File: src/rtl/pong_score_display.sv
// Purpose : two-player Pong score keeper with BCD counters, win detection and
//           active-low seven-segment drivers that blink the winner after game over.
// Latency : score updates on the edge sampling a point pulse; segments and
//           game_over/winner follow one edge later. Backpressure: none, pulses are
//           consumed every cycle while running and ignored once the game is over.
// Ports   : CLOCK2_50 clock, rst sync active-high reset, point_left/point_right
//           score pulses, clear new-game request, hex_left/hex_right segments
//           (digit k at [7k+6:7k], bit0=a .. bit6=g), game_over, winner (01 L, 10 R, 11 draw).
// Option  : define PONG_SCORE_ZERO_BLANK_EN to blank leading zero digits.
module pong_score_display #(
  parameter int DIGITS       = 2,
  parameter int WIN_SCORE    = 11,
  parameter int BLINK_CYCLES = 25000000
) (
  input  logic                CLOCK2_50,
  input  logic                rst,
  input  logic                point_left,
  input  logic                point_right,
  input  logic                clear,
  output logic [7*DIGITS-1:0] hex_left,
  output logic [7*DIGITS-1:0] hex_right,
  output logic                game_over,
  output logic [1:0]          winner
);

  localparam int SW = 4 * DIGITS;
  localparam int HW = 7 * DIGITS;
  localparam int CW = $clog2(BLINK_CYCLES);

  // Decimal constant to packed BCD, least significant digit in the low nibble.
  function automatic logic [SW-1:0] to_bcd(input int value);
    logic [SW-1:0] r;
    int            v;
    r = '0;
    v = value;
    for (int k = 0; k < DIGITS; k++) begin
      r[4*k +: 4] = 4'(v % 10);
      v = v / 10;
    end
    return r;
  endfunction

  localparam logic [SW-1:0] WIN_BCD = to_bcd(WIN_SCORE);

  generate
    if (DIGITS < 1 || DIGITS > 4) begin : g_bad_digits
      $error("pong_score_display: DIGITS must be 1..4");
    end
    if (WIN_SCORE < 1 || WIN_SCORE > (10 ** DIGITS) - 1) begin : g_bad_win
      $error("pong_score_display: WIN_SCORE out of range, counter would wrap");
    end
    if (BLINK_CYCLES < 2) begin : g_bad_blink
      $error("pong_score_display: BLINK_CYCLES must be at least 2");
    end
  endgenerate

  // Active-low segment pattern for one BCD digit; non-decimal codes blank.
  function automatic logic [6:0] seg7(input logic [3:0] d);
    logic [6:0] s;
    case (d)
      4'd0:    s = 7'b1000000;
      4'd1:    s = 7'b1111001;
      4'd2:    s = 7'b0100100;
      4'd3:    s = 7'b0110000;
      4'd4:    s = 7'b0011001;
      4'd5:    s = 7'b0010010;
      4'd6:    s = 7'b0000010;
      4'd7:    s = 7'b1111000;
      4'd8:    s = 7'b0000000;
      4'd9:    s = 7'b0010000;
      default: s = 7'b1111111;
    endcase
    return s;
  endfunction

  function automatic logic [HW-1:0] encode_score(input logic [SW-1:0] s);
    logic [HW-1:0] r;
`ifdef PONG_SCORE_ZERO_BLANK_EN
    logic          lead;
    lead = 1'b1;
`endif
    r = '0;
    for (int k = DIGITS - 1; k >= 0; k--) begin
      r[7*k +: 7] = seg7(s[4*k +: 4]);
`ifdef PONG_SCORE_ZERO_BLANK_EN
      // Blank while every digit from the top down to here is zero; digit 0 always shows.
      if (k != 0) begin
        lead = lead && (s[4*k +: 4] == 4'd0);
        if (lead) r[7*k +: 7] = 7'b1111111;
      end
`endif
    end
    return r;
  endfunction

  // BCD +1 with ripple carry; all-9s wraps to all-0s.
  function automatic logic [SW-1:0] bcd_inc(input logic [SW-1:0] s);
    logic [SW-1:0] r;
    logic          carry;
    r     = s;
    carry = 1'b1;
    for (int k = 0; k < DIGITS; k++) begin
      if (carry) begin
        if (s[4*k +: 4] == 4'd9) begin
          r[4*k +: 4] = 4'd0;
        end else begin
          r[4*k +: 4] = s[4*k +: 4] + 4'd1;
          carry       = 1'b0;
        end
      end
    end
    return r;
  endfunction

  typedef enum logic {RUNNING, OVER} state_t;

  state_t        state_q, state_d;
  logic [SW-1:0] score_left_q, score_right_q;
  logic [HW-1:0] seg_left_q, seg_right_q;
  logic [CW-1:0] blink_cnt_q;
  logic          blink_off_q;
  logic [1:0]    winner_q;
  logic          sync_clr;
  logic          hit_left, hit_right;
  logic          count_en;

  assign sync_clr  = rst | clear;
  assign hit_left  = (score_left_q  == WIN_BCD);
  assign hit_right = (score_right_q == WIN_BCD);

  always_ff @(posedge CLOCK2_50) begin
    if (sync_clr) state_q <= RUNNING;
    else          state_q <= state_d;
  end

  // A score sitting at WIN_SCORE already freezes counting, so a pulse arriving
  // on the edge that moves us to OVER cannot push the score past the target.
  always_comb begin
    state_d  = state_q;
    count_en = 1'b0;
    case (state_q)
      RUNNING: begin
        if (hit_left || hit_right) state_d = OVER;
        else                       count_en = 1'b1;
      end
      OVER:    state_d = OVER;
      default: state_d = RUNNING;
    endcase
  end

  always_ff @(posedge CLOCK2_50) begin
    if (sync_clr) begin
      score_left_q  <= '0;
      score_right_q <= '0;
    end else if (count_en) begin
      if (point_left)  score_left_q  <= bcd_inc(score_left_q);
      if (point_right) score_right_q <= bcd_inc(score_right_q);
    end
  end

  always_ff @(posedge CLOCK2_50) begin
    if (sync_clr) begin
      winner_q <= 2'b00;
    end else if (state_q == RUNNING && state_d == OVER) begin
      winner_q <= {hit_right, hit_left};
    end
  end

  // Phase toggles when the counter wraps, so each half-period is BLINK_CYCLES long
  // and the first off phase begins BLINK_CYCLES cycles after entering OVER.
  always_ff @(posedge CLOCK2_50) begin
    if (sync_clr || state_q != OVER) begin
      blink_cnt_q <= '0;
      blink_off_q <= 1'b0;
    end else if (blink_cnt_q == CW'(BLINK_CYCLES - 1)) begin
      blink_cnt_q <= '0;
      blink_off_q <= ~blink_off_q;
    end else begin
      blink_cnt_q <= blink_cnt_q + 1'b1;
    end
  end

  always_ff @(posedge CLOCK2_50) begin
    if (sync_clr) begin
      seg_left_q  <= encode_score('0);
      seg_right_q <= encode_score('0);
    end else begin
      seg_left_q  <= encode_score(score_left_q);
      seg_right_q <= encode_score(score_right_q);
    end
  end

  // Blanking is applied after the segment registers so it lines up with the phase
  // register and disappears on the same edge that clears the game.
  assign hex_left  = (blink_off_q && winner_q[0]) ? {HW{1'b1}} : seg_left_q;
  assign hex_right = (blink_off_q && winner_q[1]) ? {HW{1'b1}} : seg_right_q;
  assign game_over = (state_q == OVER);
  assign winner    = winner_q;

endmodule

File: config.mk
export PLATFORM = sky130hd
export DESIGN_NAME = pong_score_display
export DESIGN_NICKNAME = d
export VERILOG_FILES = /design/src/rtl/pong_score_display.sv
export SDC_FILE = /design/constraint.sdc
export NUM_CORES = 1
export LEC_CHECK = 0
export ABC_AREA = 1
export BUFFER_PORTS_ARGS = -buffer_cell sky130_fd_sc_hd__buf_4
export CAP_MARGIN = 15
export CORE_MARGIN = 4
export CORE_UTILIZATION = 59
export CTS_BUF_LIST = sky130_fd_sc_hd__clkbuf_16
export CTS_CLUSTER_SIZE = 14
export DETAILED_ROUTE_END_ITERATION = 7
export GPL_TIMING_DRIVEN = 0
export PLACE_DENSITY = 0.77
export REMOVE_ABC_BUFFERS = 1
export SETUP_SLACK_MARGIN = 0.02
export SLEW_MARGIN = 20
export SYNTH_ARGS = -nofsm -noshare
export SYNTH_HDL_FRONTEND = slang
export SYNTH_SLANG_ARGS = --single-unit
File: constraint.sdc
create_clock -name CLOCK2_50 -period 2.17 [get_ports CLOCK2_50]
set_input_delay 0.217 -clock CLOCK2_50 [delete_from_list [all_inputs] [get_ports CLOCK2_50]]
set_output_delay 0.217 -clock CLOCK2_50 [all_outputs]
set_load 0.01 [all_outputs]
==> results of run 1 <==
## routing by layer
| layer | vias up | part of all wire (%) | wire length, microns |
|---|---|---|---|
| li1 | 1846 | - | - |
| met1 | 1559 | 43 | 3380 |
| met2 | 62 | 51 | 4000 |
| met3 | 16 | 3.4 | 262 |
| met4 | 0 | 2.2 | 174 |
| met5 | - | 0 | 0 |
## area by class of cell
cell class / count / area, sq um
Clock buffer: 9 / 225
Clock inverter: 5 / 48.8
Fill cell: 532 / 1910
Inverter: 84 / 315
Multi-Input combinational cell: 395 / 2100
Sequential cell: 73 / 1460
Tap cell: 77 / 96.3
Timing Repair Buffer: 35 / 263
## sequential cells by signal (all words and copies together) (netlist names)
name,cells
seg_right_q,14
blink_off_q,1
seg_left_q,14
winner,2
blink_cnt_q,25
game_over,1
score_left_q,8
score_right_q,8
## logic make-up after synthesis
group                    Yosys count  share of synthesized area (%)
flip-flops                        73                           37.0
AND/OR/NAND/NOR                  290                           34.1
buffers and inverters             96                           9.98
adder cells (fa/ha/maj)           21                           6.65
XOR/XNOR                          11                           2.44
AO/OA/AOI/OAI                     73                           9.82
## power groups by stage
stage / Clock (uW) / Combinational [uW] / Sequential [uW]
final: 1370 / 102 / 1360
after floorplan: 0 / 66.6 / 1390
after CTS: 1400 / 102 / 1360
after global routing: 1460 / 117 / 1360
after detailed placement: 0 / 101 / 1390
after global placement: 0 / 98.4 / 1390
## final timing paths
check / cells after the start / from / to / slack [ns]
setup reg to reg: 10 / score_left_q[5]$_SDFFE_PP0P_ / score_left_q[1]$_SDFFE_PP0P_ / 0.39
setup / recovery: 10 / score_left_q[5]$_SDFFE_PP0P_ / score_left_q[1]$_SDFFE_PP0P_ / 0.39
hold / removal: 3 / rst / seg_left_q[6]$_SDFF_PP1_ / 0.21
hold reg to reg: 1 / blink_cnt_q[0]$_SDFF_PP0_ / blink_cnt_q[0]$_SDFF_PP0_ / 0.45
## through the flow
step | area (sq um) | utilization (%) | setup WS, ns
final | 4510 | 70.3 | 0.391
after global routing | 4510 | 70.3 | 0.147
after CTS | 4510 | 70.2 | 0.202
after detailed placement | 4230 | 65.9 | -0.136
after global placement | 4230 | 65.9 | -0.618
after floorplan | 3870 | - | 0.343
## cells in the mapped netlist (2+ instances only)
| cell type | instances |
|---|---|
| a21oi_1 | 43 |
| nand3b_1 | 3 |
| xnor2_1 | 3 |
| nor3_1 | 10 |
| nand2_1 | 137 |
| nor2_1 | 70 |
| o21ai_0 | 19 |
| dfxtp_1 | 73 |
| buf_6 | 3 |
| nand3_1 | 29 |
| or2_2 | 3 |
| inv_2 | 3 |
| o211ai_1 | 8 |
| nand4_1 | 13 |
| nand3_4 | 2 |
| nor3_4 | 2 |
| xor2_1 | 8 |
| inv_1 | 81 |
| nor2_2 | 3 |
| o21ai_1 | 2 |
| buf_4 | 3 |
| nor2_4 | 4 |
| ha_1 | 21 |
| nand2_2 | 8 |
| clkbuf_1 | 6 |
## repair_timing
item	4_1_cts	5_1_grt
buffers inserted	0	0
endpoints found under the setup margin	0	13
resized for setup	0	1
## critical path, delay by kind of cell (launching register included)
kind                     cells  cell delay, ns
buffers and inverters        2            0.21
flip-flops                   1            0.43
AND/OR/NAND/NOR              6            0.73
AO/OA/AOI/OAI                1            0.07
adder cells (fa/ha/maj)      1            0.21
==> out/qor.csv, run 1 <==
stage,metric,value,unit
timing,Final Hold Viols,0,
logic_synthesis,number of distinct library cell variants in the gate-level netlist after synthesis,32,
timing,worst-case hold slack,0.210,ns
clocking,count of H-tree levels built during CTS,3,
clocking,CTS Buf Count,9,
setup_path,ordered cell list for the critical path,"inv_1, ha_1, inv_1, nor2_1, nand3_1, nand3_1, nor2_1, nand2_1, o21ai_0, nor2_1",
timing,sum of negative setup slack,0,ns
route,drt wl/cell,11.5,microns
setup_path,CP most frequent cell,nor2_1,
floorplan,placeable core area,6420,sq um
route,remaining design rule violation count,0,
global_routing,grt total ovfl,0,
finish,"commonest cells after routing, fill and taps aside","nand2_1, inv_1, dfxtp_1",
power,Static Leak,0.00196,uW
global_routing,met3 Usage GRT,2.92,%
placement,number of cells after detailed placement,664,
finish,"Area growth, synth to finish",14.2,%
clocking,maximum number of buffers from clock root to sink,2,
global_routing,most used routing layer,met2,
power,Peak VDD IR,0.494,mV
route,vias per cell,5.14,
route,total wire length,7810,microns
floorplan,die span in y,89.8,microns
finish,number of diodes,0,
logic_synthesis,Post-Synthesis Cells,564,
power,Combinational Power Share,3.6,%
flow_run,# Max-Cap Violations,0,
timing,unrepaired setup endpoints after global routing,false,
setup_path,critical path endpoint category,flip-flop,
route,number of routed nets with antenna violations,0,
logic_synthesis,count of flip-flops with a built-in enable after synthesis,0,
global_routing,global-route wire length before repair,13800,microns
setup_path,Worst Setup Path Type,flip-flop to flip-flop,
floorplan,width of the chip,89.8,microns
logic_synthesis,proportion of synthesized chip area in sequential cells,37.0,%
power,Total Power Consumption,2830,uW
floorplan,area enclosed by the die boundary,8070,sq um
clocking,Sinks on Clock Net,73,
global_routing,global routing usage summed across all routing layers,20.2,%
power,Clock Power Share,48.4,%
floorplan,row count,29,
clocking,TritonCTS clock tree,built,
setup_path,cell with the largest stage delay on the worst path,dfxtp_1,
route,vias,3483,
logic_synthesis,synthesized flop and latch total,73,
logic_synthesis,cell types occupying the most area after synthesis,"dfxtp_1, nand2_1, inv_1",
logic_synthesis,total standard cell area after synthesis,3950,sq um
setup_path,arrival time reported for the critical path endpoint,1.97,ns
logic_synthesis,share of the synthesized area in the top cell type,37.0,%
run_status,status,"complete, no violations",
clocking,clock insertion delay at the later pin of the skew report,0.32,ns
finish,share of layout cells above drive strength 1,13.1,%
timing,Rel. slew slack,58.9,%
placement,total of buffers placed on input and output ports,35,
power,Seq pwr share,48.0,%
timing,final worst-path cycle share,82.0,%
logic_synthesis,cell type contributing the most total cell area after synthesis,dfxtp_1,
finish,non-filler instance count after layout,678,
clocking,clock-pin slew of the registers on the worst-case setup and hold paths,0.05,ns
logic_synthesis,Avg Synthesized Cell Area,7.00,sq um
timing,number of setup violations in the final report,0,
worst_hold_path,class of the worst hold path,primary input to flip-flop,
global_routing,GRT met2 Usage,36.7,%
setup_path,Worst EP required,2.37,ns
timing,highest attainable clock frequency,562,MHz
global_routing,maximum number of pins on one net before global-route repair,29,
logic_synthesis,number of synthesis warnings,0,
logic_synthesis,ys flop type,dfxtp_1,
global_routing,initial antenna violation count,0,
floorplan,Top Ports,36,
setup_path,type of origin of the critical path,flip-flop,
floorplan,starting density of the core,61.5,%
timing,minimum period implied by the final worst setup slack,1.78,ns
global_routing,Global Route met1 Usage,22.8,%
route,count of TritonRoute iterations in the first routing pass,4,
global_routing,number of global-route vias before repair,3277,
power,proportion of total power due to net switching,20.4,%
timing,slew at the pin closest to its max-slew limit,0.610,ns
finish,net count of the finished layout,624,
setup_path,largest incremental delay on the critical path,0.43,ns
clocking,hold buffer count at CTS,0,
timing,Final Max Slew Viols,0,
placement,post-detail-place hpwl,5650,microns
finish,most frequent standard cell in the layout excluding fill and tap cells,nand2_1,
power,Internal Dissipation,2260,uW
clocking,Clk Tree Root Cell,clkbuf_16,
setup_path,largest fanout of any net on the critical path,7,
power,switching component of the power,578,uW
timing,clk_skew,0.00526,ns
logic_synthesis,Post-synth ARST share,0,%
route,starting DRC count in detailed routing,138,
power,power density of the placed cells,628,nW/um^2
placement,Final GP Congestion,0.908,
(Power assumes the default switching activity.)
==> run 2, diff against run 1 <==
--- a/config.mk
+++ b/config.mk
@@ -9,12 +9,12 @@
 export BUFFER_PORTS_ARGS = -buffer_cell sky130_fd_sc_hd__buf_4
 export CAP_MARGIN = 15
 export CORE_MARGIN = 4
-export CORE_UTILIZATION = 59
+export CORE_UTILIZATION = 54
 export CTS_BUF_LIST = sky130_fd_sc_hd__clkbuf_16
 export CTS_CLUSTER_SIZE = 14
 export DETAILED_ROUTE_END_ITERATION = 7
 export GPL_TIMING_DRIVEN = 0
-export PLACE_DENSITY = 0.77
+export PLACE_DENSITY = 0.74
 export REMOVE_ABC_BUFFERS = 1
 export SETUP_SLACK_MARGIN = 0.02
 export SLEW_MARGIN = 20
==> constraint.sdc (replaced) <==
create_clock -name CLOCK2_50 -period 1.6 [get_ports CLOCK2_50]
set_input_delay 0.16 -clock CLOCK2_50 [delete_from_list [all_inputs] [get_ports CLOCK2_50]]
set_output_delay 0.16 -clock CLOCK2_50 [all_outputs]
set_load 0.01 [all_outputs]
==> run 2 against run 1 <==
  * Clock-buffer cell count did not move
  * Combinational power rose by 53%
  * Sequential power increased by 35%
  * Wire length up 15%
  * Via count is 6.1% higher
  * Core utilization is essentially flat
  * Die area rose by 8.4%
  * Largest cell class unchanged
==> out/qor.csv, run 2 (synthesis results as in run 1) <==
stage,metric,value,unit
run_status,status,"complete, no violations",
global_routing,maximum number of pins on one net before global-route repair,29,
global_routing,global routing usage summed across all routing layers,20.7,%
clocking,maximum number of buffers from clock root to sink,2,
route,wire length on met3,332,microns
setup_path,largest fanout of any net on the critical path,6,
timing,final worst-path cycle share,94.6,%
route,uppermost signal routing layer after detailed routing,met4,
power,power density of the placed cells,766,nW/um^2
timing,slew at the pin closest to its max-slew limit,0.648,ns
timing,clk_skew,0.00515,ns
clocking,Clk Tree Root Cell,clkbuf_16,
clocking,count of H-tree levels built during CTS,3,
setup_path,arrival time reported for the critical path endpoint,1.73,ns
finish,utilization after layout,70.3,%
worst_hold_path,Hold Startpoint,rst,
setup_path,Worst Setup Path Type,flip-flop to flip-flop,
timing,worst-case hold slack,0.145,ns
floorplan,starting density of the core,56.9,%
clocking,clock-pin slew of the registers on the worst-case setup and hold paths,0.05,ns
floorplan,placeable core area,6940,sq um
finish,"Area growth, synth to finish",23.5,%
finish,share of layout cells above drive strength 1,21.2,%
finish,"commonest cells after routing, fill and taps aside","nand2_1, inv_1, dfxtp_1",
timing,sum of negative setup slack,0,ns
floorplan,die span in y,93.5,microns
timing,Final Hold Viols,0,
route,total wire length,8960,microns
finish,number of diodes,0,
flow_run,# Max-Cap Violations,0,
clocking,TritonCTS clock tree,built,
placement,Final GP Congestion,0.884,
global_routing,initial antenna violation count,0,
timing,Rel. slew slack,56.3,%
route,count of TritonRoute iterations in the first routing pass,4,
timing,number of setup violations in the final report,0,
finish,Filler Cell Count,584,
power,Peak VDD IR,0.545,mV
power,Total Power Consumption,3740,uW
finish,net count of the finished layout,639,
floorplan,area enclosed by the die boundary,8750,sq um
route,vias per cell,5.18,
finish,biggest regs,"blink_cnt_q x25, seg_left_q x14, seg_right_q x14",
timing,minimum period implied by the final worst setup slack,1.51,ns
setup_path,Worst EP required,1.82,ns
setup_path,type of origin of the critical path,flip-flop,
floorplan,Top Ports,36,
setup_path,critical path launch point,blink_cnt_q[1]$_SDFF_PP0_,
placement,pre-CTS WS,-0.631,ns
route,remaining design rule violation count,0,
power,Static Leak,0.00207,uW
global_routing,grt total ovfl,0,
finish,Largest register FFs,25,
clocking,clock insertion delay at the later pin of the skew report,0.33,ns
setup_path,reg-to-reg startpoint,blink_cnt_q[1]$_SDFF_PP0_,
route,number of routed nets with antenna violations,0,
clocking,Sinks on Clock Net,73,
clocking,CTS Buf Count,9,
placement,post-detail-place hpwl,6030,microns
worst_hold_path,class of the worst hold path,primary input to flip-flop,
timing,unrepaired setup endpoints after global routing,true,
timing,Final Max Slew Viols,0,
route,drt wl/cell,12.5,microns
floorplan,width of the chip,93.5,microns
global_routing,global-route wire length before repair,14600,microns
finish,Top reg by flops,blink_cnt_q,
route,Detail Route met2 WL,4640,microns
placement,total of buffers placed on input and output ports,35,
route,starting DRC count in detailed routing,155,
setup_path,critical path endpoint category,flip-flop,
timing,highest attainable clock frequency,661,MHz
route,wire length the detailed router placed on met1,3740,microns
route,vias,3695,
global_routing,number of global-route vias before repair,3271,
timing,setup slack after layout,0.0864,ns
floorplan,row count,30,
finish,most frequent standard cell in the layout excluding fill and tap cells,nand2_1,
==> run 2: cell type report <==
class,count,area [sq um],share of cell area [%]
Timing Repair Buffer,47,353,7.23
Tap cell,96,120,2.46
Clock inverter,7,30.0,0.615
Sequential cell,73,1480,30.4
Multi-Input combinational cell,398,2340,48.0
Inverter,84,325,6.67
Clock buffer,9,225,4.62
==> run 2: what timing repair did <==
action,in CTS,in global routing
setup endpoints to repair,42,43
cloned,2,1
hold buffers,0,0
pin swaps,8,20
gates resized for setup,23,49
setup buffers,2,10
==> run 2: worst max-delay path, stage by stage (launching register included) <==
cell,delay [ns]
dfxtp_1,0.33
ha_2,0.21
nand2_4,0.08
nor2_4,0.19
nand2_2,0.10
nor2_4,0.17
nand2_8,0.14
nand2_8,0.13
nor3_1,0.05
==> run 2: final timing paths <==
check,to,slack (ns),depth (start not counted)
hold / removal,seg_right_q[6]$_SDFF_PP1_,0.15,3
setup / recovery,blink_cnt_q[18]$_SDFF_PP0_,0.09,8
hold reg to reg,blink_cnt_q[0]$_SDFF_PP0_,0.41,1
setup reg to reg,blink_cnt_q[18]$_SDFF_PP0_,0.09,8
==> run 2: per-stage QoR <==
step                cell area [sq um]  cells
floorplan                        3870    552
global placement                 4250    683
detailed placement               4260    683
CTS                              4610    703
global route                     4880    714
finish                           4880    714
==> run 2: metal layers <==
metal	vias to the layer above	GRT usage, %
li1	1886	-
met1	1709	23.5
met2	81	37.9
met3	19	4.99
met4	0	6.59
met5	-	0
==> run 2: report_power, final <==
group / total (uW) / internal (uW) / switching, uW
Combinational: 156 / 61.7 / 93.9
Clock: 1740 / 1020 / 722
Sequential: 1840 / 1830 / 15.8
